==> config.mk <==
export PLATFORM = sky130hd
export DESIGN_NAME = rx_phase_slicer_flat
export DESIGN_NICKNAME = d
export VERILOG_FILES = /design/src/rtl/rx_phase_slicer_pkg.sv /design/src/rtl/rx_phase_slicer_if.sv /design/src/rtl/rx_phase_energy_acc.sv /design/src/rtl/rx_phase_slicer.sv /design/src/flat_wrapper.sv
export SDC_FILE = /design/constraint.sdc
export NUM_CORES = 1
export LEC_CHECK = 0
export BUFFER_PORTS_ARGS = -buffer_cell sky130_fd_sc_hd__buf_2
export CAP_MARGIN = 10
export CORE_MARGIN = 5
export CORE_UTILIZATION = 50
export DETAILED_ROUTE_END_ITERATION = 8
export PLACE_DENSITY = 0.66
export SYNTH_ARGS = -nofsm -noshare
export SYNTH_HDL_FRONTEND = slang
export SYNTH_HIERARCHICAL = 1
export SYNTH_SLANG_ARGS = --single-unit
==> constraint.sdc <==
create_clock -name clock -period 12.7 [get_ports clock]
set_input_delay 0.635 -clock clock [delete_from_list [all_inputs] [get_ports clock]]
set_output_delay 0.635 -clock clock [all_outputs]
set_load 0.005 [all_outputs]
==> src/rtl/rx_phase_slicer_pkg.sv <==
// Shared types and defaults for the oversampled phase-estimating slicer.
// The top, the energy bank and the bus interface all take their defaults from here.
package rx_phase_slicer_pkg;

   typedef enum logic [1:0] {
      ST_IDLE  = 2'd0,
      ST_ACQ   = 2'd1,
      ST_TRACK = 2'd2
   } state_t;

   localparam int DEF_NB_INPUT  = 8;
   localparam int DEF_NBF_INPUT = 7;
   localparam int DEF_N_PHASES  = 4;
   localparam int DEF_NB_SEL    = 2;
   localparam int DEF_NB_WIN    = 9;
   localparam int DEF_NB_ACC    = 16;

   // Largest representable magnitude; |most negative sample| is clipped to this.
   function automatic int sat_mag(input int nb_input);
      return (2 ** (nb_input - 1)) - 1;
   endfunction

endpackage

==> src/rtl/rx_phase_slicer_if.sv <==
// Sample/control bus into the slicer and decision/status bus out of it.
interface rx_phase_slicer_if
   import rx_phase_slicer_pkg::*;
#(
   parameter int NB_INPUT = DEF_NB_INPUT,
   parameter int NB_SEL   = DEF_NB_SEL
);
   logic                       i_enable;
   logic                       i_valid;
   logic signed [NB_INPUT-1:0] i_sample;
   logic                       i_manual;
   logic [NB_SEL-1:0]          i_phase_sel;
   logic                       o_bit;
   logic                       o_bit_valid;
   logic [NB_SEL-1:0]          o_phase;
   logic                       o_locked;

   modport master (
      output i_enable, i_valid, i_sample, i_manual, i_phase_sel,
      input  o_bit, o_bit_valid, o_phase, o_locked
   );

   modport slave (
      input  i_enable, i_valid, i_sample, i_manual, i_phase_sel,
      output o_bit, o_bit_valid, o_phase, o_locked
   );
endinterface

==> src/rtl/rx_phase_energy_acc.sv <==
// Per-phase |sample| energy accumulators with a combinational argmax that
// already includes the sample being accepted this cycle.
module rx_phase_energy_acc
   import rx_phase_slicer_pkg::*;
#(
   parameter int NB_INPUT = DEF_NB_INPUT,
   parameter int N_PHASES = DEF_N_PHASES,
   parameter int NB_SEL   = DEF_NB_SEL,
   parameter int NB_ACC   = DEF_NB_ACC
) (
   input  logic                       clock,
   input  logic                       i_reset,
   input  logic                       i_accept,
   input  logic                       i_clear,
   input  logic [NB_SEL-1:0]          i_phase,
   input  logic signed [NB_INPUT-1:0] i_sample,
   output logic [NB_SEL-1:0]          o_best
);
   localparam int SAT = sat_mag(NB_INPUT);
   localparam logic signed [NB_INPUT-1:0] SMIN = {1'b1, {(NB_INPUT-1){1'b0}}};

   logic [NB_INPUT-1:0] neg;
   logic [NB_INPUT-2:0] mag;
   logic [NB_ACC-1:0]   acc     [N_PHASES];
   logic [NB_ACC-1:0]   acc_nxt [N_PHASES];
   logic [NB_ACC-1:0]   best_val;

   assign neg = -i_sample;

   always_comb begin
      if (i_sample == SMIN)
         mag = SAT[NB_INPUT-2:0];
      else if (i_sample[NB_INPUT-1])
         mag = neg[NB_INPUT-2:0];
      else
         mag = i_sample[NB_INPUT-2:0];
   end

   always_comb begin
      for (int i = 0; i < N_PHASES; i++)
         acc_nxt[i] = acc[i] + ((i_accept && (i_phase == NB_SEL'(i))) ? NB_ACC'(mag) : '0);
   end

   // Strict '>' keeps the lowest index on ties.
   always_comb begin
      o_best   = '0;
      best_val = acc_nxt[0];
      for (int i = 1; i < N_PHASES; i++) begin
         if (acc_nxt[i] > best_val) begin
            best_val = acc_nxt[i];
            o_best   = NB_SEL'(i);
         end
      end
   end

   always_ff @(posedge clock) begin
      for (int i = 0; i < N_PHASES; i++) begin
         if (i_reset || i_clear)
            acc[i] <= '0;
         else
            acc[i] <= acc_nxt[i];
      end
   end

endmodule

==> src/rtl/rx_phase_slicer.sv <==
// Oversampled symbol slicer: estimates the max-energy decimation phase over a
// 2^NB_WIN symbol window and emits one hard decision per symbol.
module rx_phase_slicer
   import rx_phase_slicer_pkg::*;
#(
   parameter int NB_INPUT  = DEF_NB_INPUT,
   parameter int NBF_INPUT = DEF_NBF_INPUT,
   parameter int N_PHASES  = DEF_N_PHASES,
   parameter int NB_SEL    = DEF_NB_SEL,
   parameter int NB_WIN    = DEF_NB_WIN,
   parameter int NB_ACC    = DEF_NB_ACC
) (
   input  logic             clock,
   input  logic             i_reset,
   rx_phase_slicer_if.slave bus
);
   // Sign bit sits above the fractional and remaining integer bits.
   localparam int NBI_INPUT = NB_INPUT - NBF_INPUT;
   localparam int MSB       = NBI_INPUT + NBF_INPUT - 1;
   localparam logic [NB_SEL-1:0] LAST_PHASE = NB_SEL'(N_PHASES - 1);
   localparam logic [NB_WIN-1:0] LAST_SYM   = '1;

   state_t            state;
   logic [NB_SEL-1:0] phase_cnt;
   logic [NB_WIN-1:0] sym_cnt;
   logic [NB_SEL-1:0] phase_r;
   logic [NB_SEL-1:0] best_phase;
   logic [NB_SEL-1:0] dec_phase;
   logic              bit_r, bit_valid_r, locked_r;
   logic              accept, phase_wrap, win_end, slice;

   assign accept     = bus.i_enable & bus.i_valid;
   assign phase_wrap = (phase_cnt == LAST_PHASE);
   assign win_end    = accept & phase_wrap & (sym_cnt == LAST_SYM);
   assign dec_phase  = bus.i_manual ? bus.i_phase_sel : phase_r;
   assign slice      = accept & (phase_cnt == dec_phase) &
                       (bus.i_manual | (state == ST_TRACK));

   rx_phase_energy_acc #(
      .NB_INPUT (NB_INPUT),
      .N_PHASES (N_PHASES),
      .NB_SEL   (NB_SEL),
      .NB_ACC   (NB_ACC)
   ) u_acc (
      .clock    (clock),
      .i_reset  (i_reset),
      .i_accept (accept),
      .i_clear  (win_end),
      .i_phase  (phase_cnt),
      .i_sample (bus.i_sample),
      .o_best   (best_phase)
   );

   always_ff @(posedge clock) begin
      if (i_reset) begin
         state       <= ST_IDLE;
         phase_cnt   <= '0;
         sym_cnt     <= '0;
         phase_r     <= '0;
         bit_r       <= 1'b0;
         bit_valid_r <= 1'b0;
         locked_r    <= 1'b0;
      end else if (bus.i_enable) begin
         bit_valid_r <= slice;
         if (slice)
            bit_r <= bus.i_sample[MSB];
         if (accept) begin
            phase_cnt <= phase_wrap ? '0 : phase_cnt + 1'b1;
            if (phase_wrap)
               sym_cnt <= sym_cnt + 1'b1;
         end
         if (win_end)
            phase_r <= best_phase;
         case (state)
            ST_IDLE: begin
               state <= win_end ? ST_TRACK : ST_ACQ;
               if (win_end) locked_r <= 1'b1;
            end
            ST_ACQ: begin
               if (win_end) begin
                  state    <= ST_TRACK;
                  locked_r <= 1'b1;
               end
            end
            ST_TRACK: locked_r <= 1'b1;
            default: begin
               state    <= ST_IDLE;
               locked_r <= 1'b0;
            end
         endcase
      end else begin
         bit_valid_r <= 1'b0;
      end
   end

   assign bus.o_bit       = bit_r;
   assign bus.o_bit_valid = bit_valid_r;
   assign bus.o_phase     = phase_r;
   assign bus.o_locked    = locked_r;

endmodule

==> src/flat_wrapper.sv <==
// flat-port wrapper written by rule: the top's interface ports become plain ports
module rx_phase_slicer_flat import rx_phase_slicer_pkg::*;
#(
   parameter int NB_INPUT  = DEF_NB_INPUT,
   parameter int NBF_INPUT = DEF_NBF_INPUT,
   parameter int N_PHASES  = DEF_N_PHASES,
   parameter int NB_SEL    = DEF_NB_SEL,
   parameter int NB_WIN    = DEF_NB_WIN,
   parameter int NB_ACC    = DEF_NB_ACC
)
  (clock, i_reset, bus_i_enable, bus_i_valid, bus_i_sample, bus_i_manual, bus_i_phase_sel, bus_o_bit, bus_o_bit_valid, bus_o_phase, bus_o_locked);
  rx_phase_slicer_if #(.NB_INPUT(NB_INPUT), .NB_SEL(NB_SEL)) bus_i ();
  input  logic clock;
  input  logic i_reset;
  input wire logic [$bits(bus_i.i_enable)-1:0] bus_i_enable;
  input wire logic [$bits(bus_i.i_valid)-1:0] bus_i_valid;
  input wire logic [$bits(bus_i.i_sample)-1:0] bus_i_sample;
  input wire logic [$bits(bus_i.i_manual)-1:0] bus_i_manual;
  input wire logic [$bits(bus_i.i_phase_sel)-1:0] bus_i_phase_sel;
  output wire logic [$bits(bus_i.o_bit)-1:0] bus_o_bit;
  output wire logic [$bits(bus_i.o_bit_valid)-1:0] bus_o_bit_valid;
  output wire logic [$bits(bus_i.o_phase)-1:0] bus_o_phase;
  output wire logic [$bits(bus_i.o_locked)-1:0] bus_o_locked;
  assign bus_i.i_enable = bus_i_enable;
  assign bus_i.i_valid = bus_i_valid;
  assign bus_i.i_sample = bus_i_sample;
  assign bus_i.i_manual = bus_i_manual;
  assign bus_i.i_phase_sel = bus_i_phase_sel;
  assign bus_o_bit = bus_i.o_bit;
  assign bus_o_bit_valid = bus_i.o_bit_valid;
  assign bus_o_phase = bus_i.o_phase;
  assign bus_o_locked = bus_i.o_locked;
  rx_phase_slicer #(.NB_INPUT(NB_INPUT), .NBF_INPUT(NBF_INPUT), .N_PHASES(N_PHASES), .NB_SEL(NB_SEL), .NB_WIN(NB_WIN), .NB_ACC(NB_ACC)) u_core (.clock(clock), .i_reset(i_reset), .bus(bus_i));
endmodule
### After elaboration in Yosys (flattened, before gate mapping)

Memory sizes are Yosys's and may differ from the RTL's.
Index checks and enable logic that the tools add are counted.

| cells by class | value |
|---|---|
| bitwise gates (word level) | 12 |
| multiplexer cells | 25 |
| magnitude comparators | 3 |
| $add $sub $neg | 7 |
| reduce and logical (&&, ||, !) cells | 15 |
| equal/unequal tests | 10 |

Operator list:

| cell | count |
|---|---|
| 16-bit 2-to-1 mux | 6 |
| 16-bit by 7-bit adder with 16-bit output | 4 |
| 16-bit greater-than comparator | 3 |
| 7-bit 2-to-1 mux | 6 |
| 2-bit 2-to-1 mux | 6 |
| 9-bit by 1-bit adder with 9-bit output, second input constant | 1 |
| 9-bit == test, second input constant | 1 |
| 8-bit == test, second input constant | 1 |
| 2-bit AND reduction | 4 |
| 7-bit negator | 1 |
| 2-bit == test, second input constant | 3 |
| 2-bit one-hot mux with 3 select lines | 1 |
| 3-bit AND reduction | 2 |
| 1-bit AND | 5 |
| 1-bit 2-to-1 mux | 5 |
| 1-bit bitwise OR | 5 |
| 2-bit by 1-bit == test with 1-bit output, second input constant | 2 |
| 1-bit logical AND | 4 |
| 2-bit zero test | 2 |
| 2-bit OR reduction | 2 |
| 2-bit by 1-bit adder with 2-bit output, second input constant | 1 |
| 2-bit == test | 1 |
| 2-bit by 1-bit != test with 1-bit output, second input constant | 1 |
| 2-bit != test, second input constant | 1 |
| other kinds (3) | 4 |

| storage, ports and cells | value |
|---|---|
| bits in writable memories | 64 |
| memories | 1 |
| bits in registers | 18 |
| input bits | 15 |
| output and inout bits | 5 |
| logic and storage cells | 80 |

Memories:

| memory | depth | bits a word | read ports | clocked after Yosys merged registers in | write ports | RTL line | RTL |
|---|---|---|---|---|---|---|---|
| u_core.u_acc.acc | 4 | 16 | 4 | 0 | 4 | rx_phase_energy_acc.sv:24 | `logic [NB_ACC-1:0] acc [N_PHASES];` |

### Logic depth before layout (Yosys ltp)

| depth | value |
|---|---|
| depth after elaboration | 11 |
| gate-level depth with buffers | 49 |
| mapped depth without buffers | 46 |

### Cells and area by module

Netlist, hierarchy kept.

By module, submodules not included:

| module | times used | sequential area each (µm²) | area an instance (µm²) | cells each |
|---|---|---|---|---|
| rx_phase_energy_acc | 1 | 1281.2 | 5445.2 | 668 |
| rx_phase_slicer | 1 | 360.3 | 802.0 | 94 |

### Worst setup path after synthesis

OpenSTA, ideal clock, no wires.

| timing | value |
|---|---|
| path kind | input -> register |
| from | input bus_i_sample[2] |
| to | register u_core.phase_r[0], in the netlist u_core/bus.o_phase[0] |
| setup slack | 3.348 ns |
| data arrival time | 9.220 ns |
| path buffers | 2 |
| stages on the path | 45 |
| data required time | 12.568 ns |
| library setup time | 0.132 ns |
| cells stage by stage | or3_1 > or3b_2 > nor3b_1 > a211oi_1 > or2_2 > inv_1 > ha_1 > a211oi_1 > o21bai_1 > a21oi_1 > o21bai_1 > a21oi_1 > nor2_1 > xnor2_1 > inv_1 > ha_1 > a21oi_1 > and2b_1 > [9 not listed] > nand2b_1 > a21oi_1 > o21ai_0 > o31ai_1 > buf_4 > a31oi_1 > ha_1 > nor2b_1 > o21a_1 > o21a_1 > o21a_1 > o21a_1 > o21ai_0 > a21oi_1 > o311ai_0 > o211ai_1 > nand2_1 > a21oi_1 |

RTL lines:

| what | RTL line | RTL |
|---|---|---|
| start, declared | flat_wrapper.sv:17 | `input wire logic [$bits(bus_i.i_sample)-1:0] bus_i_sample;` |
| end signal, assigned | rx_phase_slicer.sv:73 | `phase_r <= best_phase;` |
| end, declared | rx_phase_slicer.sv:26 | `logic [NB_SEL-1:0] phase_r;` |

==> metrics <==
status completed; ratio of cells with drive above 1 in the final layout 8.51%; grt met3 use 4.64%; Max-cap violations 0; Non-Filler Instances 944; cell count after synthesis 762; synth unique cells 72; Cell Pwr Density 113 nW/µm²; worst-margin pin slew 1.07 ns; Peak VDD IR 0.0794 mV; CTS Sinks 82; CP Launch Type input pin; number of flops mapped to enable cells by yosys 0; syn nets 858; Hold Path Class reg2reg; Iter 0 DRT Violations 359; Syn Area/Cell 8.20 µm²; H-tree Lvls 3; final worst slack 1.93 ns; fin nets 867; Area Overhead vs Synth 7.47%; Cell Rows 40; total power 762 µW; initial antenna violation count 0; Die ar. 14,800 µm²; # diodes 0; worst-path fanout max 21; CP Class in2reg; Synth top area share 26.3%; IO Count 20; Longest Clk Path Bufs 2; relative slew slack 28.7%; YS warnings 6; Setup-failing EPs final 0; DP HPWL 11,700 µm; Hold Slack 0.466 ns; die width 122 µm; most frequent CP cell a21oi_1; Via Count 5,370; overall global routing resource usage 20.9%; Filler cells 1,150; Initial Utilization 51.6%; most frequent cell after synthesis nor2_1; met2 GRT Util 34.7%; first-pass GRT wire length 24,600 µm; Clock Latency Late Sink 0.35 ns; crit path capture type flip-flop; Top FF cell, synth dfxtp_1; Req. time, crit path 12.93 ns; total grt overflow 0; clock-pin slew on the worst setup and hold paths 0.07 ns; Post-CTS Resized 0; Post-synth ARST share 0%; DRC viols 0; Final Hold Vio Count 0; number of global-route vias before repair 5,139; Synth top cells by count nor2_1, dfxtp_1, ha_1, inv_1, nand2_1; CP max stage delay 0.65 ns; placed insts 928; met1 usage 26.3%; RSZ-0062 raised after global routing no; Buffers on Ports 19; fin. max-slew vios 0; cell area after synthesis 6250 µm²; fin crit share 84.8%; Clock Tree Root clkbuf_16; CTS Buf Count 9; TritonCTS clock tree done; fmax 0.0929 GHz; largest net degree at the start of global routing 47; busiest layer in global routing met2; area leader, netlist dfxtp_1; DP Worst Slack 1.77 ns; aggregate negative setup slack 0 ns; Hold Buf Count CTS 0; post-route minimum period 10.77 ns; Critical Path AT 10.99 ns; sequential share of the synthesized area 26.3%; first-pass detailed-route iteration total 5; final WL 14,900 µm; via/cell ratio 5.69; Worst path slowest cell o31a_1; Setup Buffers After CTS 0; remaining antenna violation count 0; die height 122 µm; top post-synthesis cells by area dfxtp_1, ha_1, nor2_1, xnor2_1, xor2_1; core area 12,100 µm²; detailed-route wire length per cell 15.8 µm; Placer Congestion 0.909; Fin Clk Skew 0.00867 ns; Synth Register Bits 82; Leak 3.04 nW
==> sequential cells by signal, summed over array words and instances, names as in the netlist <==
| register | count |
|---|---|
| u_core/u_acc/acc | 64 |
| u_core/sym_cnt | 9 |
| u_core/bus.o_phase | 2 |
| u_core/phase_cnt | 2 |
| u_core/state | 2 |
| u_core/bus.o_bit | 1 |
| u_core/bus.o_bit_valid | 1 |
| u_core/bus.o_locked | 1 |
==> layer usage <==
metal  wire length (µm)  part of all wire (%)  vias to the layer above
met2               6870                    46                      119
met1               6960                    47                     2530
met5                  0                     0                        -
li1                   -                     -                     2686
met3                601                   4.0                       35
met4                446                   3.0                        0
==> path summary, 6_finish.rpt <==
check,startpoint,endpoint,slack [ns],cells after the start
hold reg to reg,u_core/bus.o_locked,u_core/bus.o_locked,0.47,2
setup / recovery,bus_i_sample[2],u_core/bus.o_phase[0],1.93,44
setup reg to reg,u_core/phase_cnt[0],u_core/bus.o_phase[0],3.14,40
hold / removal,u_core/bus.o_locked,u_core/bus.o_locked,0.47,2
==> cell usage in the layout, fill, tap and decap left out, types with 21 or more instances in the layout <==
master | synthesis | final
nor2_1 | 116 | 116
dfxtp_1 | 82 | 82
ha_1 | 77 | 77
nand2_1 | 47 | 47
inv_1 | 47 | 47
a21oi_1 | 45 | 45
xnor2_1 | 36 | 36
o21ai_0 | 33 | 33
xor2_1 | 27 | 27
nand3_1 | 21 | 21
==> metrics by stage <==
| stage | util [%] | cell area (µm²) |
|---|---|---|
| after floorplan | - | 6250 |
| after CTS | 55.4 | 6710 |
| after detailed placement | 53.1 | 6430 |
| after global placement | 53.1 | 6430 |
| after global routing | 55.4 | 6710 |
| final | 55.4 | 6710 |
==> where the power goes <==
part | switching [mW] | internal (mW)
clock | 0.110 | 0.138
combinational | 0.152 | 0.100
sequential | 0.00169 | 0.260
total | 0.263 | 0.498
==> cells by family (layout without fill, tap and decap cells) <==
| kind of cell | count (synthesis) | in the layout | synth area share (%) |
|---|---|---|---|
| flops | 82 | 82 | 26.3 |
| compound gates | 156 | 156 | 16.7 |
| fa+ha+maj | 81 | 81 | 16.7 |
| mux | 15 | 15 | 2.84 |
| simple gates | 295 | 295 | 23.5 |
| xor+xnor | 64 | 64 | 9.09 |
| buf+inv | 69 | 83 | 4.93 |
==> layout make-up <==
type	count	area (µm²)	share of cell area [%]
Multi-Input combinational cell	611	4300	64.1
Sequential cell	82	1640	24.5
Timing Repair Buffer	20	103	1.53
Clock inverter	6	41.3	0.615
Tap cell	168	210	3.13
Clock buffer	10	239	3.56
Inverter	47	176	2.63
==> critical path: cells and delay by family <==
| kind | cells | cell delay, ns |
|---|---|---|
| AND/OR/NAND/NOR | 12 | 3.28 |
| multiplexers | 1 | 0.42 |
| XOR/XNOR | 1 | 0.28 |
| AO/OA/AOI/OAI | 23 | 4.90 |
| adder cells (fa/ha/maj) | 4 | 1.17 |
| buffers and inverters | 3 | 0.31 |
Note: power is estimated with default switching activity, not from simulation.
